<file path="src/rtl/cc_speed_tick_gen.sv">
// Multi-lane speed tick generator: lane c emits a one-cycle active-low tick every (P >> c) clocks,
// where P is picked by the game level. Optional macro CC_SPEEDTICKGEN_FASTSIM_EN shortens all periods.
module cc_speed_tick_gen #(
   parameter int unsigned DATAWIDTH     = 27,
   parameter int unsigned CHANNELS      = 4,
   parameter int unsigned PERIOD_L1     = 32'd16777216,
   parameter int unsigned PERIOD_L2     = 32'd14638608,
   parameter int unsigned PERIOD_L3     = 32'd11000000,
   parameter int unsigned PERIOD_L4     = 32'd8000000,
   parameter int unsigned FASTSIM_SHIFT = 16
) (
   input  logic                CC_SPEEDTICKGEN_CLOCK_50,
   input  logic                CC_SPEEDTICKGEN_RESET_InLow,
   input  logic [2:0]          CC_SPEEDTICKGEN_level_InBUS,
   input  logic                CC_SPEEDTICKGEN_pause_InHigh,
   output logic [CHANNELS-1:0] CC_SPEEDTICKGEN_T0_OutBUS,
   output logic [7:0]          CC_SPEEDTICKGEN_tickcount_OutBUS,
   output logic                CC_SPEEDTICKGEN_active_OutHigh
);

`ifdef CC_SPEEDTICKGEN_FASTSIM_EN
   localparam bit fastsim_on = 1'b1;
`else
   localparam bit fastsim_on = 1'b0;
`endif

   localparam int unsigned eff_shift = fastsim_on ? FASTSIM_SHIFT : 0;
   localparam logic [DATAWIDTH-1:0] min_period = DATAWIDTH'(2);

   // Truncate to the datapath width first, then apply the debug shift and its clamp.
   function automatic logic [DATAWIDTH-1:0] scale_period(input int unsigned period);
      logic [DATAWIDTH-1:0] p;
      p = DATAWIDTH'(period) >> eff_shift;
      if (fastsim_on && (p < min_period)) begin
         p = min_period;
      end
      return p;
   endfunction

   localparam logic [DATAWIDTH-1:0] period_l1 = scale_period(PERIOD_L1);
   localparam logic [DATAWIDTH-1:0] period_l2 = scale_period(PERIOD_L2);
   localparam logic [DATAWIDTH-1:0] period_l3 = scale_period(PERIOD_L3);
   localparam logic [DATAWIDTH-1:0] period_l4 = scale_period(PERIOD_L4);

   logic [2:0]           level_q;
   logic [DATAWIDTH-1:0] cnt_q [CHANNELS];
   logic [DATAWIDTH-1:0] cnt_d [CHANNELS];
   logic [CHANNELS-1:0]  t0_q, t0_d;
   logic [7:0]           tickcount_q, tickcount_d;
   logic                 active_q, active_d;

   logic [DATAWIDTH-1:0] base_period;
   logic [DATAWIDTH-1:0] lane_last [CHANNELS];
   logic                 level_change;
   logic                 level_valid;
   logic                 run;

   always_comb begin
      case (level_q)
         3'd2:    base_period = period_l2;
         3'd3:    base_period = period_l3;
         3'd4:    base_period = period_l4;
         default: base_period = period_l1;
      endcase
   end

   // Terminal count per lane: (P >> c) clamped to 2, minus one.
   always_comb begin
      for (int c = 0; c < CHANNELS; c++) begin
         logic [DATAWIDTH-1:0] lane_period;
         lane_period = base_period >> c;
         if (lane_period < min_period) begin
            lane_period = min_period;
         end
         lane_last[c] = lane_period - DATAWIDTH'(1);
      end
   end

   assign level_change = (CC_SPEEDTICKGEN_level_InBUS != level_q);
   assign level_valid  = (level_q >= 3'd1) && (level_q <= 3'd4);
   assign run          = level_valid && !CC_SPEEDTICKGEN_pause_InHigh;

   always_comb begin
      for (int c = 0; c < CHANNELS; c++) begin
         cnt_d[c] = cnt_q[c];
         t0_d[c]  = 1'b1;
         if (level_change) begin
            cnt_d[c] = '0;
         end else if (run) begin
            if (cnt_q[c] == lane_last[c]) begin
               cnt_d[c] = '0;
               t0_d[c]  = 1'b0;
            end else begin
               cnt_d[c] = cnt_q[c] + DATAWIDTH'(1);
            end
         end
      end
   end

   always_comb begin
      tickcount_d = tickcount_q;
      if (level_change) begin
         tickcount_d = 8'd0;
      end else if (!t0_d[0]) begin
         tickcount_d = tickcount_q + 8'd1;
      end
      active_d = run;
   end

   always_ff @(posedge CC_SPEEDTICKGEN_CLOCK_50 or negedge CC_SPEEDTICKGEN_RESET_InLow) begin
      if (!CC_SPEEDTICKGEN_RESET_InLow) begin
         level_q     <= 3'd0;
         t0_q        <= '1;
         tickcount_q <= 8'd0;
         active_q    <= 1'b0;
         for (int c = 0; c < CHANNELS; c++) begin
            cnt_q[c] <= '0;
         end
      end else begin
         level_q     <= CC_SPEEDTICKGEN_level_InBUS;
         t0_q        <= t0_d;
         tickcount_q <= tickcount_d;
         active_q    <= active_d;
         for (int c = 0; c < CHANNELS; c++) begin
            cnt_q[c] <= cnt_d[c];
         end
      end
   end

   assign CC_SPEEDTICKGEN_T0_OutBUS        = t0_q;
   assign CC_SPEEDTICKGEN_tickcount_OutBUS = tickcount_q;
   assign CC_SPEEDTICKGEN_active_OutHigh   = active_q;

`ifndef SYNTHESIS
   // A lane period of at least two clocks means ticks can never be back-to-back.
   for (genvar c = 0; c < CHANNELS; c++) begin : g_no_b2b
      assert property (@(posedge CC_SPEEDTICKGEN_CLOCK_50)
                       disable iff (!CC_SPEEDTICKGEN_RESET_InLow)
                       !t0_q[c] |=> t0_q[c]);
   end
`endif

endmodule
</file>
<file path="config.mk">
export PLATFORM = sky130hd
export DESIGN_NAME = cc_speed_tick_gen
export DESIGN_NICKNAME = d
export VERILOG_FILES = /design/src/rtl/cc_speed_tick_gen.sv
export SDC_FILE = /design/constraint.sdc
export NUM_CORES = 1
export LEC_CHECK = 0
export BUFFER_PORTS_ARGS = -buffer_cell sky130_fd_sc_hd__buf_2
export CAP_MARGIN = 10
export CORE_MARGIN = 4
export CORE_UTILIZATION = 40
export CTS_CLUSTER_SIZE = 10
export DETAILED_ROUTE_END_ITERATION = 12
export PLACE_DENSITY = 0.59
export REMOVE_ABC_BUFFERS = 1
export SYNTH_ARGS = -nofsm -noshare
export SYNTH_HDL_FRONTEND = slang
export SYNTH_SLANG_ARGS = --single-unit
</file>
<file path="constraint.sdc">
create_clock -name CC_SPEEDTICKGEN_CLOCK_50 -period 6.6 [get_ports CC_SPEEDTICKGEN_CLOCK_50]
set_input_delay 1.98 -clock CC_SPEEDTICKGEN_CLOCK_50 [delete_from_list [all_inputs] [get_ports CC_SPEEDTICKGEN_CLOCK_50]]
set_output_delay 1.98 -clock CC_SPEEDTICKGEN_CLOCK_50 [all_outputs]
set_load 0.03 [all_outputs]
</file>
# Word level (Yosys, flattened, before mapping)
# Cells that the tools add are included.
[classes] n_addsub=9 magnitude_cmp=6 n_eq_ne=9 n_mux=31 reduce_logical=4
[op_table] cell="$mux 27" count=12
[op_table] cell="$add 27x1->27 const B" count=4
[op_table] cell="$eq 27x27->1" count=4
[op_table] cell="$sub 27x1->27 const B" count=4
[op_table] cell="$pmux 25 s3" count=1
[op_table] cell="$lt 27x2->1 const B" count=1
[op_table] cell="$lt 26x2->1 const B" count=1
[op_table] cell="$mux 25" count=1
[op_table] cell="$mux 24" count=1
[op_table] cell="$lt 23x2->1 const B" count=1
[op_table] cell="$mux 23" count=1
[op_table] cell="$lt 22x2->1 const B" count=1
[op_table] cell="$mux 22" count=1
[op_table] cell="$mux 8" count=2
[op_table] cell="$mux 1" count=12
[op_table] cell="$add 8x1->8 const B" count=1
[op_table] cell="$eq 3x2->1 const B" count=2
[op_table] cell="$eq 3x3->1 const B" count=1
[op_table] cell="$ge 3x1->1 const B" count=1
[op_table] cell="$le 3x3->1 const B" count=1
[op_table] cell="$ne 3x3->1" count=1
[op_table] cell="$logic_and 1x1->1" count=2
[op_table] cell="$ne 2x1->1 const B" count=1
[op_table] cell="$reduce_bool 2->1" count=1
[op_table] cell="$logic_not 1->1" count=1
[word_totals] register_bits=124 in_bits=6 elab_cells=67

# Logic depth before layout (Yosys ltp)
[depth] ltp_word=11 mapped_depth=15 mapped_depth_nobuf=10

# Worst setup path after synthesis
# OpenSTA, ideal clock, no wires.
[synth_path] kind="in2reg" startpoint="in CC_SPEEDTICKGEN_pause_InHigh" endpoint="reg cnt_q[79] (netlist bit)" setup_ns=0.083 arrival_ns=3.361 required_ns=6.517 path_slack_ns=3.156 path_stages=8 path_buffers=2 path_cell_list="or3_1 > inv_2 > nand2_1 > clkbuf_1 > clkbuf_1 > nor4_1 > a21oi_1 > o21ai_0"
[synth_via] elab_chain_cells=3
[synth_rtl] element="from (decl)" line="15" source="input logic CC_SPEEDTICKGEN_pause_InHigh,"
[synth_rtl] element="$logic_not 1->1" line="81" source="assign run = level_valid && !CC_SPEEDTICKGEN_pause_InHigh;"
[synth_rtl] element="$logic_and 1x1->1" line="81"
[synth_rtl] element="$reduce_bool 2->1 (no line)"
[synth_rtl] element="to (signal, indexed assignment)" line="125" source="cnt_q[c] <= cnt_d[c];"
[synth_rtl] element="to (decl)" line="46" source="logic [DATAWIDTH-1:0] cnt_q [CHANNELS];"
# Every way passes these cells.
# A chain may end at the register's enable or synchronous reset.

# Final worst setup path
[layout_path] startpoint="reg level_q[1]" endpoint="reg cnt_q[92] (netlist bit)"
[layout_via] elab_chain_cells=9 word_cells_on_any_way=17 cone_classes="add/sub: 1; order compare: 3; eq/ne: 5; mux: 5; reduce/logical: 3"
[layout_rtl] element="from (decl)" line="45" source="logic [2:0] level_q;"
[layout_rtl] element="from (signal assigned)" line="120" source="level_q <= CC_SPEEDTICKGEN_level_InBUS;"
[layout_rtl] element="$eq 3x3->1 or $eq 3x2->1 (tied branches)" line="59" source="case (level_q)"
[layout_rtl] element="$pmux 25 s3" line="59"
[layout_rtl] element="$lt 27x2->1" line="72" source="if (lane_period < min_period) begin"
[layout_rtl] element="$mux 25" line="72"
[layout_rtl] element="$sub 27x1->27" line="75" source="lane_last[c] = lane_period - DATAWIDTH'(1);"
[layout_rtl] element="$eq 27x27->1" line="90" source="if (cnt_q[c] == lane_last[c]) begin"
[layout_rtl] element="$mux 27" line="90"
[layout_rtl] element="$mux 27" line="89" source="end else if (run) begin"
[layout_rtl] element="$mux 27" line="87" source="if (level_change) begin"
# Several ways; a longest one is shown, not always the timed one. The select of a mux whose other input is x is not followed.

==> results_dict.tcl <==
set metrics [dict create \
    status "finished clean" \
    nets 988 \
    cts_made_buffers 17 \
    ys_warn_count 0 \
    cts_tree "yes" \
    viasPerCell 5.97 \
    leakagePower_nw 3.51 \
    grt_pass1_wl_mm 37.4 \
    drv_slew 0 \
    cp-start-kind "flop" \
    vias 7494 \
    hold_buffers 0 \
    max_freq_mhz 238 \
    ys.flop_type "dfrtp_1" \
    area_growth_pct 9.14 \
    worstReg2RegStart "level_q[1]" \
    hold_start "cnt_q[83]" \
    place_hpwl_mm 14.5 \
    grt_max_degree 72 \
    cts_sinks 124 \
    port_buffers 18 \
    fp.dieH_um 152 \
    startpoint "level_q[1]" \
    timing.final.crit_share_pct 63.6 \
    die_area_sq_um 23000 \
    h-tree-depth 4 \
    required_ns 6.92 \
    final_common_cell "dfrtp_1" \
    relSlewSlack_pct 35.8 \
    detail_route.wl_per_cell_um 17.7 \
    synthAdderAreaFrac_pct 1.37 \
    synth_seq_area_share_pct 37.7 \
    final_area_sq_um 8990 \
    drc 0 \
    drv_cap 0 \
    synth_edf_count 0 \
    routed_wl_mm 22.2 \
    crit_fanout 25 \
    clkLatencyLatePin_ns 0.43 \
    start_util_pct 40.7 \
    ys_types 81 \
    finalCriticalPeriod_ns 4.20 \
    synth-seq-cells 124 \
    syn_area_sq_um 8240 \
    first_pass_iters 7 \
    io_pins 19 \
    drt_iter0_markers 686 \
    ir_drop_uv 210 \
    critPathCaptureType "flop" \
    die_w_um 152 \
    gp_congestion 0.839 \
    core_area_sq_um 20200 \
    nFillCells 1978 \
    clock_skew_ns 0.0114 \
    setup_viol 0 \
    synth-xor-area-share_pct 3.40 \
    clockBufferDepth 2 \
    cts-root-buf "clkbuf_16" \
    utilization_pct 44.4 \
    drive_gt1_share_pct 8.92 \
    tightest_slew_ns 0.963 \
    min_path_type "flop to flop" \
    place_area_sq_um 8370 \
    layout_common_cells "120 x dfrtp_1, 114 x nand2_1, 108 x nand3_1" \
    antenna_found_initial 0 \
    synth-simple-area-share_pct 32.8 \
    overflow 0 \
    antenna_left 0 \
    postCtsSetupRepairBufs 0 \
    grt_pass1_vias 7005 \
    synth_compound_area_share_pct 15.9 \
    syn_area_per_cell_sq_um 8.25 \
    holdWs_ns 0.514 \
    diodes 0 \
    synthMuxAreaShare_pct 2.69 \
    synthCells 999 \
    synth_top_family_by_area "simple AND/OR/NAND/NOR gates" \
    grtUsageTotal_pct 20.4 \
    crit_type "flop to flop" \
    clkTransAtPathRegs_ns 0.06 \
    hold_viol_final 0 \
    arrival_ns 4.52 \
    rows 52 \
    p_per_area_nw_per_um2 208 \
    total_power_mw 1.87 \
    rsz0062_at_grt "no" \
    setup-tns-final_ns 0 \
    cts_resized 0 \
    ys_async_sr_fraction_pct 100 \
]
flip-flops by register name (all words and copies together) (netlist names):
| signal | flops |
|---|---|
| level_q | 3 |
| CC_SPEEDTICKGEN_T0_OutBUS | 4 |
| CC_SPEEDTICKGEN_active_OutHigh | 1 |
| cnt_q | 108 |
| CC_SPEEDTICKGEN_tickcount_OutBUS | 8 |
cell families after synthesis:
| group | count (synthesis) |
|---|---|
| XOR/XNOR | 32 |
| AND/OR/NAND/NOR | 501 |
| adder cells (fa/ha/maj) | 9 |
| AO/OA/AOI/OAI | 206 |
| buffers and inverters | 105 |
| multiplexers | 22 |
| flip-flops | 124 |
synth_stat cells (30+ instances only):
library cell  instances  share of area, %
dfrtp_1             120                36
o21ai_0              62               3.8
and3_1               37               2.8
nand4_1              39               3.0
nor2_1               46               2.1
inv_1                30               1.4
nand2_1             114               5.2
or3_1                30               2.3
clkbuf_1             42               1.9
nand3_1             108               6.6
a21oi_1              48               2.9
nor3_1               46               2.8
report_power, final:
group | internal [mW] | switching (mW)
registers | 0.763 | 0.00623
logic | 0.0344 | 0.0924
clock network | 0.604 | 0.370
total | 1.40 | 0.469
final cells by class:
class | instances | area, sq um | area share (%)
clock buffer | 18 | 439 | 4.88
clock inverter | 14 | 169 | 1.88
inverter | 33 | 125 | 1.39
multi-input combinational | 770 | 4640 | 51.6
sequential | 124 | 3110 | 34.6
tap | 270 | 338 | 3.76
timing repair buffer | 27 | 171 | 1.91
metrics by stage:
step / instances / setup WS (ns)
2_1_floorplan: 927 / 1.04
3_3_place_gp: 1223 / 1.93
3_5_place_dp: 1223 / 1.89
4_1_cts: 1255 / 2.33
5_1_grt: 1256 / 2.18
6_report: 1256 / 2.40
path summary, 6_finish.rpt:
| check | to | slack [ns] | cells after the start |
|---|---|---|---|
| max | cnt_q[92] | 2.40 | 9 |
| min | cnt_q[83] | 0.51 | 1 |
| max reg2reg | cnt_q[92] | 2.40 | 9 |
| min reg2reg | cnt_q[83] | 0.51 | 1 |
| max in group asynchronous | cnt_q[5] | 3.89 | 2 |
| min in group asynchronous | cnt_q[8] | 1.54 | 1 |
routing by layer:
layer  vias up  GRT usage [%]  part of all wire, %
met5         -              0                    0
met4         0           5.53                  1.6
met3        29           3.81                  4.9
met2       199           30.9                   44
met1      3619           29.9                   49
li1       3647              -                    -
critical path: stages (launching register included):
cell      delay [ns]
dfrtp_1         0.90
nor3b_4         0.59
inv_2           0.23
ha_1            0.34
or4_1           0.55
a21boi_1        0.17
and4bb_1        0.55
nand2b_4        0.39
o21ai_0         0.14
a21o_1          0.19
(Power assumes the default switching activity.)
